[config.mk]
export PLATFORM = sky130hd
export DESIGN_NAME = hazard_scoreboard
export DESIGN_NICKNAME = d
export VERILOG_FILES = /design/src/rtl/hazard_scoreboard.sv
export SDC_FILE = /design/constraint.sdc
export NUM_CORES = 1
export LEC_CHECK = 0
export ABC_CLOCK_PERIOD_IN_PS = 4200
export CAP_MARGIN = 20
export CORE_AREA = 2 2 80 82
export CTS_CLUSTER_DIAMETER = 30
export DETAILED_ROUTE_END_ITERATION = 10
export DIE_AREA = 0 0 82 84
export PLACE_DENSITY = 0.81
export SETUP_SLACK_MARGIN = 0.2
export SLEW_MARGIN = 20
export SYNTH_ARGS = -nofsm -noshare
export SYNTH_HDL_FRONTEND = slang
export SYNTH_SLANG_ARGS = --single-unit
[constraint.sdc]
create_clock -name clk -period 4.2 [get_ports clk]
set_clock_uncertainty 0.15 [all_clocks]
set_input_delay 0.84 -clock clk [delete_from_list [all_inputs] [get_ports clk]]
set_output_delay 0.84 -clock clk [all_outputs]
set_load 0.01 [all_outputs]
[src/rtl/hazard_scoreboard.sv]
// ID-stage issue scoreboard: per-register pending-write counters; hazard is combinational (0-cycle), busy/sb_error 1 cycle after the count change.
// Stalls ID via hazard on RAW or counter saturation; HAZARD_FWD_EN narrows RAW stalls to load-use against the EXE tracker.
module hazard_scoreboard #(
  parameter int REG_NUM_BITS = 4,
  parameter int NUM_REGS     = 16,
  parameter int CNT_BITS     = 2
) (
  input  logic                    clk,
  input  logic                    rst,
  input  logic                    id_valid,
  input  logic [REG_NUM_BITS-1:0] id_src1,
  input  logic [REG_NUM_BITS-1:0] id_src2,
  input  logic                    id_two_src,
  input  logic                    id_wb_en,
  input  logic [REG_NUM_BITS-1:0] id_dest,
  input  logic                    id_mem_r_en,
  input  logic                    flush,
  input  logic                    freeze,
  input  logic                    wb_wb_en,
  input  logic [REG_NUM_BITS-1:0] dest_wb,
  output logic                    hazard,
  output logic                    busy,
  output logic                    sb_error
);

  localparam logic [CNT_BITS-1:0] CNT_MAX = '1;

  logic [CNT_BITS-1:0]     cnt_q [NUM_REGS];
  logic [CNT_BITS-1:0]     cnt_d [NUM_REGS];
  logic [NUM_REGS-1:0]     inc_v, dec_v;
  logic                    exe_vld_q, exe_vld_d;
  logic [REG_NUM_BITS-1:0] exe_dest_q, exe_dest_d;
  logic                    exe_load_q, exe_load_d;
  logic                    busy_q, busy_d;
  logic                    sb_error_q, sb_error_d;
  logic                    raw_term, sat, issue;

`ifdef HAZARD_FWD_EN
  // Forwarding covers everything except a load whose data is not back until MEM.
  assign raw_term = exe_vld_q & exe_load_q &
                    ((id_src1 == exe_dest_q) | (id_two_src & (id_src2 == exe_dest_q)));
`else
  assign raw_term = (cnt_q[id_src1] != '0) | (id_two_src & (cnt_q[id_src2] != '0));
  logic unused_exe;
  assign unused_exe = ^{exe_vld_q, exe_dest_q, exe_load_q};
`endif

  assign sat    = id_wb_en & (cnt_q[id_dest] == CNT_MAX);
  assign hazard = rst & id_valid & (raw_term | sat);
  assign issue  = id_valid & ~hazard & ~flush & ~freeze;

  always_comb begin
    busy_d     = 1'b0;
    sb_error_d = sb_error_q;
    for (int r = 0; r < NUM_REGS; r++) begin
      inc_v[r] = issue & id_wb_en & (id_dest == REG_NUM_BITS'(r));
      dec_v[r] = wb_wb_en & (dest_wb == REG_NUM_BITS'(r));
      cnt_d[r] = cnt_q[r];
      if (inc_v[r] && !dec_v[r]) begin
        cnt_d[r] = cnt_q[r] + CNT_BITS'(1);
      end else if (dec_v[r] && !inc_v[r]) begin
        // Retiring a write we never saw issue: clamp at zero and flag it.
        if (cnt_q[r] == '0) sb_error_d = 1'b1;
        else                cnt_d[r]   = cnt_q[r] - CNT_BITS'(1);
      end
      busy_d = busy_d | (cnt_d[r] != '0);
    end
  end

  always_comb begin
    exe_vld_d  = exe_vld_q;
    exe_dest_d = exe_dest_q;
    exe_load_d = exe_load_q;
    if (!freeze) begin
      exe_vld_d  = issue & id_wb_en;
      exe_dest_d = id_dest;
      exe_load_d = id_mem_r_en;
    end
  end

  always_ff @(posedge clk or negedge rst) begin
    if (!rst) begin
      for (int r = 0; r < NUM_REGS; r++) cnt_q[r] <= '0;
      exe_vld_q  <= 1'b0;
      exe_dest_q <= '0;
      exe_load_q <= 1'b0;
      busy_q     <= 1'b0;
      sb_error_q <= 1'b0;
    end else begin
      for (int r = 0; r < NUM_REGS; r++) cnt_q[r] <= cnt_d[r];
      exe_vld_q  <= exe_vld_d;
      exe_dest_q <= exe_dest_d;
      exe_load_q <= exe_load_d;
      busy_q     <= busy_d;
      sb_error_q <= sb_error_d;
    end
  end

  assign busy     = busy_q;
  assign sb_error = sb_error_q;

endmodule

==> flow_summary.toml, run 1 <==
[detailed_routing]
first_pass_iters = 5
routed_wl_mm = 13.56
vias = 3995
drtIter0Drc = 672
wl_per_cell_um = 23.49
drc = 0
via_per_inst = 6.924
ant_nets = 0

[clock_tree]
cts_root_buf = "clkbuf_8"
cts_tree = "yes"
cts_max_level = 2
numCtsBuffers = 5
cts.sinks = 34
cts_buffer_depth = 2
clkTransAtPathRegs_ns = 0.07
insertion_delay_ns = 0.30

[floorplan]
start_util = 0.5819
die-height_um = 84
die_area_um2 = 6888
num_rows = 29
die_x_um = 82
core_um2 = 6096
ios = 28

[sta]
period_needed_ns = 4.178
tightestPinTransition_ns = 0.5807
timing.final.ws_setup_ns = 0.02152
fmax_ghz = 0.2393
slew_headroom = 0.6129
maxSlewViolCount = 0
period_share = 0.9949
hold_violations = 0
setup-violations-final = 0
rsz0062_at_grt = "true"

[finish]
fill_cells = 374
num-nets-final = 573
drive_above_1_share = 0.3120
stdcell_count = 577
final_core_util = 0.8017
area_growth_pct = 37.78
antenna_cells = 0

[synthesis]
async_flop_share = 1.000
syn_area_um2 = 3547
ys_types = 58
yosys_warnings = 0
synth_edf_count = 0
synthMuxAreaShare = 0.05009
synth_top_family_by_area = "simple AND/OR/NAND/NOR gates"
syn_area_per_cell_um2 = 8.652
synth_compound_area_frac = 0.1993
synthXorXnorAreaFrac = 0.004938
ys_seq_area_frac = 0.2399
synth_adder_area_share = 0.1693
postSynthCellCount = 410
ys_dominant_reg_cell = "dfrtp_1"
synth-seq-cells = 34
synth_nets = 483
yosys.area_share.simple = 0.2370

[power]
peakVddDrop_mv = 0.2611
intPower_uw = 944.2
netSwitchingFraction = 0.4743
pwr-share-clk = 0.134
p_sw_uw = 851.8
power_frac_seq = 0.368
leakage_uw = 0.002205
comb_power_share = 0.498
pwr_density_cell_nw_per_um2 = 367.5

[global_routing]
grt.met3_usage = 0.09957
grt_overflow = 0
grt_pass1_vias = 3970
grt_use_met1 = 0.4606
antenna_found_initial = 0
grt_pass1_wl_mm = 20.17
grt_max_degree = 29
busiest_layer = "met2"
met2_usage = 0.6356
grt_use_total = 0.3925

[place]
dp_hpwl_mm = 9.142
io_buffers = 26
place_ws_ns = -0.6318
dp.cells = 558
gp_congestion = 0.9822

[run]
drv_cap = 0

[critical_path]
reg2reg_from = "cnt_q[15]$_DFF_PN0_"
r2r_setup_slack_ns = 0.06
worstRegToRegCells = 15
crit_type = "input pin to register"
cp-end-kind = "register"
cp-start-kind = "input pin"
reg2reg_to = "busy$_DFF_PN0_"
path_max_fanout = 5
worstPathArrival_ns = 4.19
cp.required_ns = 4.21

[status]
outcome = "finished clean"

[worst_hold_path]
min_path_type = "register to register"
min_to = "sb_error$_DFF_PN0_"
whs_path_depth = 1
min-delay-start = "sb_error$_DFF_PN0_"
-- power groups by stage --
stage	Clock, uW	Sequential, uW	Combinational (uW)
after floorplan	0	545	481
final	241	660	895
after detailed placement	0	613	717
after CTS	238	621	784
after global routing	257	667	975
after global placement	0	607	679
-- layer usage --
metal | up-vias | wire [um]
met5 | - | 0
met1 | 1887 | 4821
met4 | 0 | 861
met2 | 300 | 6378
li1 | 1725 | -
met3 | 83 | 1494
-- Yosys cell counts (all sizes together), types with 8 or more instances --
cell type  instances  share of area
nor4              11          0.021
ha                48           0.17
buf               12          0.026
nand2             18          0.019
dfrtp             34           0.24
nor3              24          0.034
inv               60          0.063
nor2b              8          0.014
o22ai              9          0.016
clkbuf             9         0.0095
a31oi             17          0.030
a221oi            16          0.040
nand3             16          0.023
nand4             13          0.023
nor2              17          0.018
-- area by class of cell --
cell class | count | area, um^2 | area share
multi-input combinational | 295 | 2703 | 0.5530
timing repair buffer | 104 | 933.4 | 0.1910
sequential | 34 | 850.8 | 0.1741
inverter | 60 | 225.2 | 0.04608
tap | 77 | 96.34 | 0.01971
clock buffer | 5 | 68.82 | 0.01408
clock inverter | 2 | 10.01 | 0.002048
-- placed cells by master (no fill, tap or decap), drive strengths merged, types with 11 or more instances in the layout --
master   n
nand2   18
dfrtp   34
a221oi  16
nand4   13
nor2    17
nand3   16
ha      48
nor4    11
a31oi   17
nor3    24
inv     60
buf     84
-- worst max path at each step --
stage	start	endpoint	slack, ns
floorplan	id_src2[2]	busy$_DFF_PN0_	0.24
global placement	id_dest[1]	busy$_DFF_PN0_	-0.60
detailed placement	id_src2[2]	busy$_DFF_PN0_	-0.63
CTS	id_dest[1]	busy$_DFF_PN0_	0.19
global route	id_src1[0]	busy$_DFF_PN0_	-0.11
finish	id_dest[3]	busy$_DFF_PN0_	0.02
-- flip-flops by register name (all words and copies together) (netlist names) --
register and count:
sb_error 1, cnt_q 32, busy 1
-- logic make-up after synthesis --
family	count (synthesis)
adder cells (fa/ha/maj)	48
AO/OA/AOI/OAI	89
multiplexers	9
flip-flops	34
buffers and inverters	81
AND/OR/NAND/NOR	147
XOR/XNOR	2
-- stage by stage --
stage               area [um^2]  TNS [ns]  hold slack [ns]  power, uW
global route               4887   -0.1070           0.3491       1898
finish                     4887         0           0.3317       1796
detailed placement         4279    -1.277           0.3153       1330
CTS                        4627         0           0.3294       1644
global placement           4279    -1.133           0.3046       1286
floorplan                  3547         0           0.3547       1026
-- what timing repair did --
item / 4_1_cts / 5_1_grt
pin swaps: 15 / 22
hold buffers: 0 / 0
buffers inserted: 6 / 3
resized for setup: 71 / 47
setup endpoints to repair: 3 / 2
cloned: 2 / 1
-- critical path, cell delays in order --
cell and delay, ns:
clkdlybuf4s15_2 0.23, inv_1 0.08, buf_4 0.14, a311o_1 0.29, a211oi_1 0.24, o21ai_1 0.15
and3_4 0.22, buf_12 0.14, clkbuf_16 0.15, a31o_4 0.26, buf_6 0.12, o22ai_2 0.12
a31oi_1 0.08, nor4_1 0.38, buf_4 0.19, nand2_1 0.05, or4_4 0.51
Power figures use the tool's default switching activity.
==> run 2: changes to the inputs <==
--- a/config.mk
+++ b/config.mk
@@ -12,6 +12,7 @@
 export DETAILED_ROUTE_END_ITERATION = 10
 export DIE_AREA = 0 0 82 84
 export PLACE_DENSITY = 0.81
+export RECOVER_POWER = 50
 export SETUP_SLACK_MARGIN = 0.2
 export SLEW_MARGIN = 20
 export SYNTH_ARGS = -nofsm -noshare
==> run 2 against run 1 <==
- the flow now finishes with violations (capacitance limit, slew limit)
- non-clock buffer count did not move
- routed wire length about the same
- total power about the same
- register-to-register slack about the same
- via count rose by 0.30%
- sequential share of layout area is essentially flat
- setup slack better by 0.0048 ns
- critical path depth did not move
- global-route usage unchanged
- critical path type unchanged
- critical endpoint unchanged
- largest cell class unchanged
- largest power group unchanged
- highest routed layer unchanged
==> flow_summary.toml, run 2 (same netlist as run 1, synthesis figures left out) <==
[power]
intPower_uw = 943.5
p_sw_uw = 853.2
power_frac_seq = 0.367
comb_power_share = 0.498
peakVddDrop_mv = 0.2588
netSwitchingFraction = 0.4749
pwr_density_cell_nw_per_um2 = 368.0
pwr-share-clk = 0.136
leakage_uw = 0.002195

[place]
gp_congestion = 0.9822
dp_hpwl_mm = 9.142
io_buffers = 26
dp.cells = 558

[floorplan]
num_rows = 29
die_x_um = 82
die_area_um2 = 6888
ios = 28
start_util = 0.5819
die-height_um = 84
core_um2 = 6096

[detailed_routing]
drc = 0
drtIter0Drc = 620
wl_per_cell_um = 23.48
first_pass_iters = 6
routed_wl_mm = 13.55
via_per_inst = 6.945
vias = 4007
ant_nets = 0

[worst_hold_path]
min_path_type = "register to register"

[global_routing]
grt_max_degree = 29
antenna_found_initial = 0
grt_pass1_vias = 3970
grt_overflow = 0
grt_use_total = 0.3925
grt_pass1_wl_mm = 20.17

[finish]
drive_above_1_share = 0.3080
largest_reg_flops = 32
regMostFlops = "cnt_q"
mostFrequentLayoutCells = "66 x buf_4, 60 x inv_1, 48 x ha_1"
layout_commonest_cell = "buf_4"
antenna_cells = 0
area_growth_pct = 37.64
fill_cells = 374
num-nets-final = 573
stdcell_count = 577

[critical_path]
cp-start-kind = "input pin"
path_max_fanout = 5
worstPathArrival_ns = 4.19
cp-end-kind = "register"
crit_type = "input pin to register"
cp.required_ns = 4.22

[run]
drv_cap = 1

[sta]
fmax_ghz = 0.2396
period_needed_ns = 4.174
maxSlewViolCount = 29
rsz0062_at_grt = "true"
slew_headroom = -0.1809
setup-violations-final = 0
hold_violations = 0
tightestPinTransition_ns = 1.771
period_share = 0.9937
holdWs_ns = 0.3265

[clock_tree]
cts_max_level = 2
cts.sinks = 34
insertion_delay_ns = 0.29
cts_tree = "yes"
cts_root_buf = "clkbuf_8"
cts_buffer_depth = 2
clkTransAtPathRegs_ns = 0.08
numCtsBuffers = 5
cts_hold_buf = 0

[status]
outcome = "finished, violations left"
violations = "capacitance limit, slew limit"
[run 2: area by class of cell]
class / instances / area (um^2) / share of cell area
sequential: 34 / 850.8 / 0.1743
tap: 77 / 96.34 / 0.01973
multi-input combinational: 295 / 2703 / 0.5536
inverter: 60 / 225.2 / 0.04613
clock buffer: 5 / 68.82 / 0.01410
timing repair buffer: 104 / 928.4 / 0.1902
clock inverter: 2 / 10.01 / 0.002050
[run 2: worst paths after layout]
| check | depth (start not counted) | start | endpoint | slack (ns) |
|---|---|---|---|---|
| hold / removal | 1 | sb_error$_DFF_PN0_ | sb_error$_DFF_PN0_ | 0.33 |
| setup / recovery | 17 | id_dest[3] | busy$_DFF_PN0_ | 0.03 |
| max in group asynchronous | 3 | rst | cnt_q[30]$_DFF_PN0_ | 1.39 |
| min in group asynchronous | 2 | rst | cnt_q[5]$_DFF_PN0_ | 0.62 |
| hold reg to reg | 1 | sb_error$_DFF_PN0_ | sb_error$_DFF_PN0_ | 0.33 |
| setup reg to reg | 15 | cnt_q[15]$_DFF_PN0_ | busy$_DFF_PN0_ | 0.05 |
[run 2: through the flow]
step	utilization	worst slack, ns	total power [uW]	cell area, um^2	TNS, ns
finish	0.8009	0.02627	1797	4882	0
global placement	0.7020	-0.5996	1286	4279	-1.133
floorplan	-	0.2372	1026	3547	0
global route	0.8009	-0.1070	1898	4882	-0.1070
CTS	0.7590	0.1850	1644	4627	0
detailed placement	0.7020	-0.6318	1330	4279	-1.277
[run 2: what timing repair did]
action                                  4_1_cts  5_1_grt
resized for setup                            71       47
pin swaps                                    15       22
cloned                                        2        1
endpoints found under the setup margin        3        2
buffers inserted                              6        3
[run 2: critical path, cell delays in order]
cell,delay [ns]
clkdlybuf4s15_2,0.23
inv_1,0.09
buf_4,0.14
a311o_1,0.29
a211oi_1,0.24
o21ai_1,0.15
and3_4,0.22
buf_12,0.13
clkbuf_16,0.15
a31o_4,0.26
buf_6,0.12
o22ai_2,0.12
a31oi_1,0.08
nor4_1,0.38
buf_4,0.19
nand2_1,0.05
or4_4,0.51
[run 2: power groups by stage]
stage | combinational, uW | sequential, uW | clock [uW]
global route | 974 | 667 | 257
CTS | 784 | 621 | 238
floorplan | 481 | 545 | 0
finish | 894 | 659 | 243
detailed placement | 717 | 613 | 0
global placement | 679 | 607 | 0
[run 2: layer usage]
layer | track usage | routed length, um | vias to the layer above
li1 | - | - | 1728
met1 | 0.4606 | 4846 | 1881
met2 | 0.6356 | 6385 | 314
met3 | 0.09957 | 1456 | 84
met4 | 0.2258 | 857 | 0
met5 | 0 | 0 | -
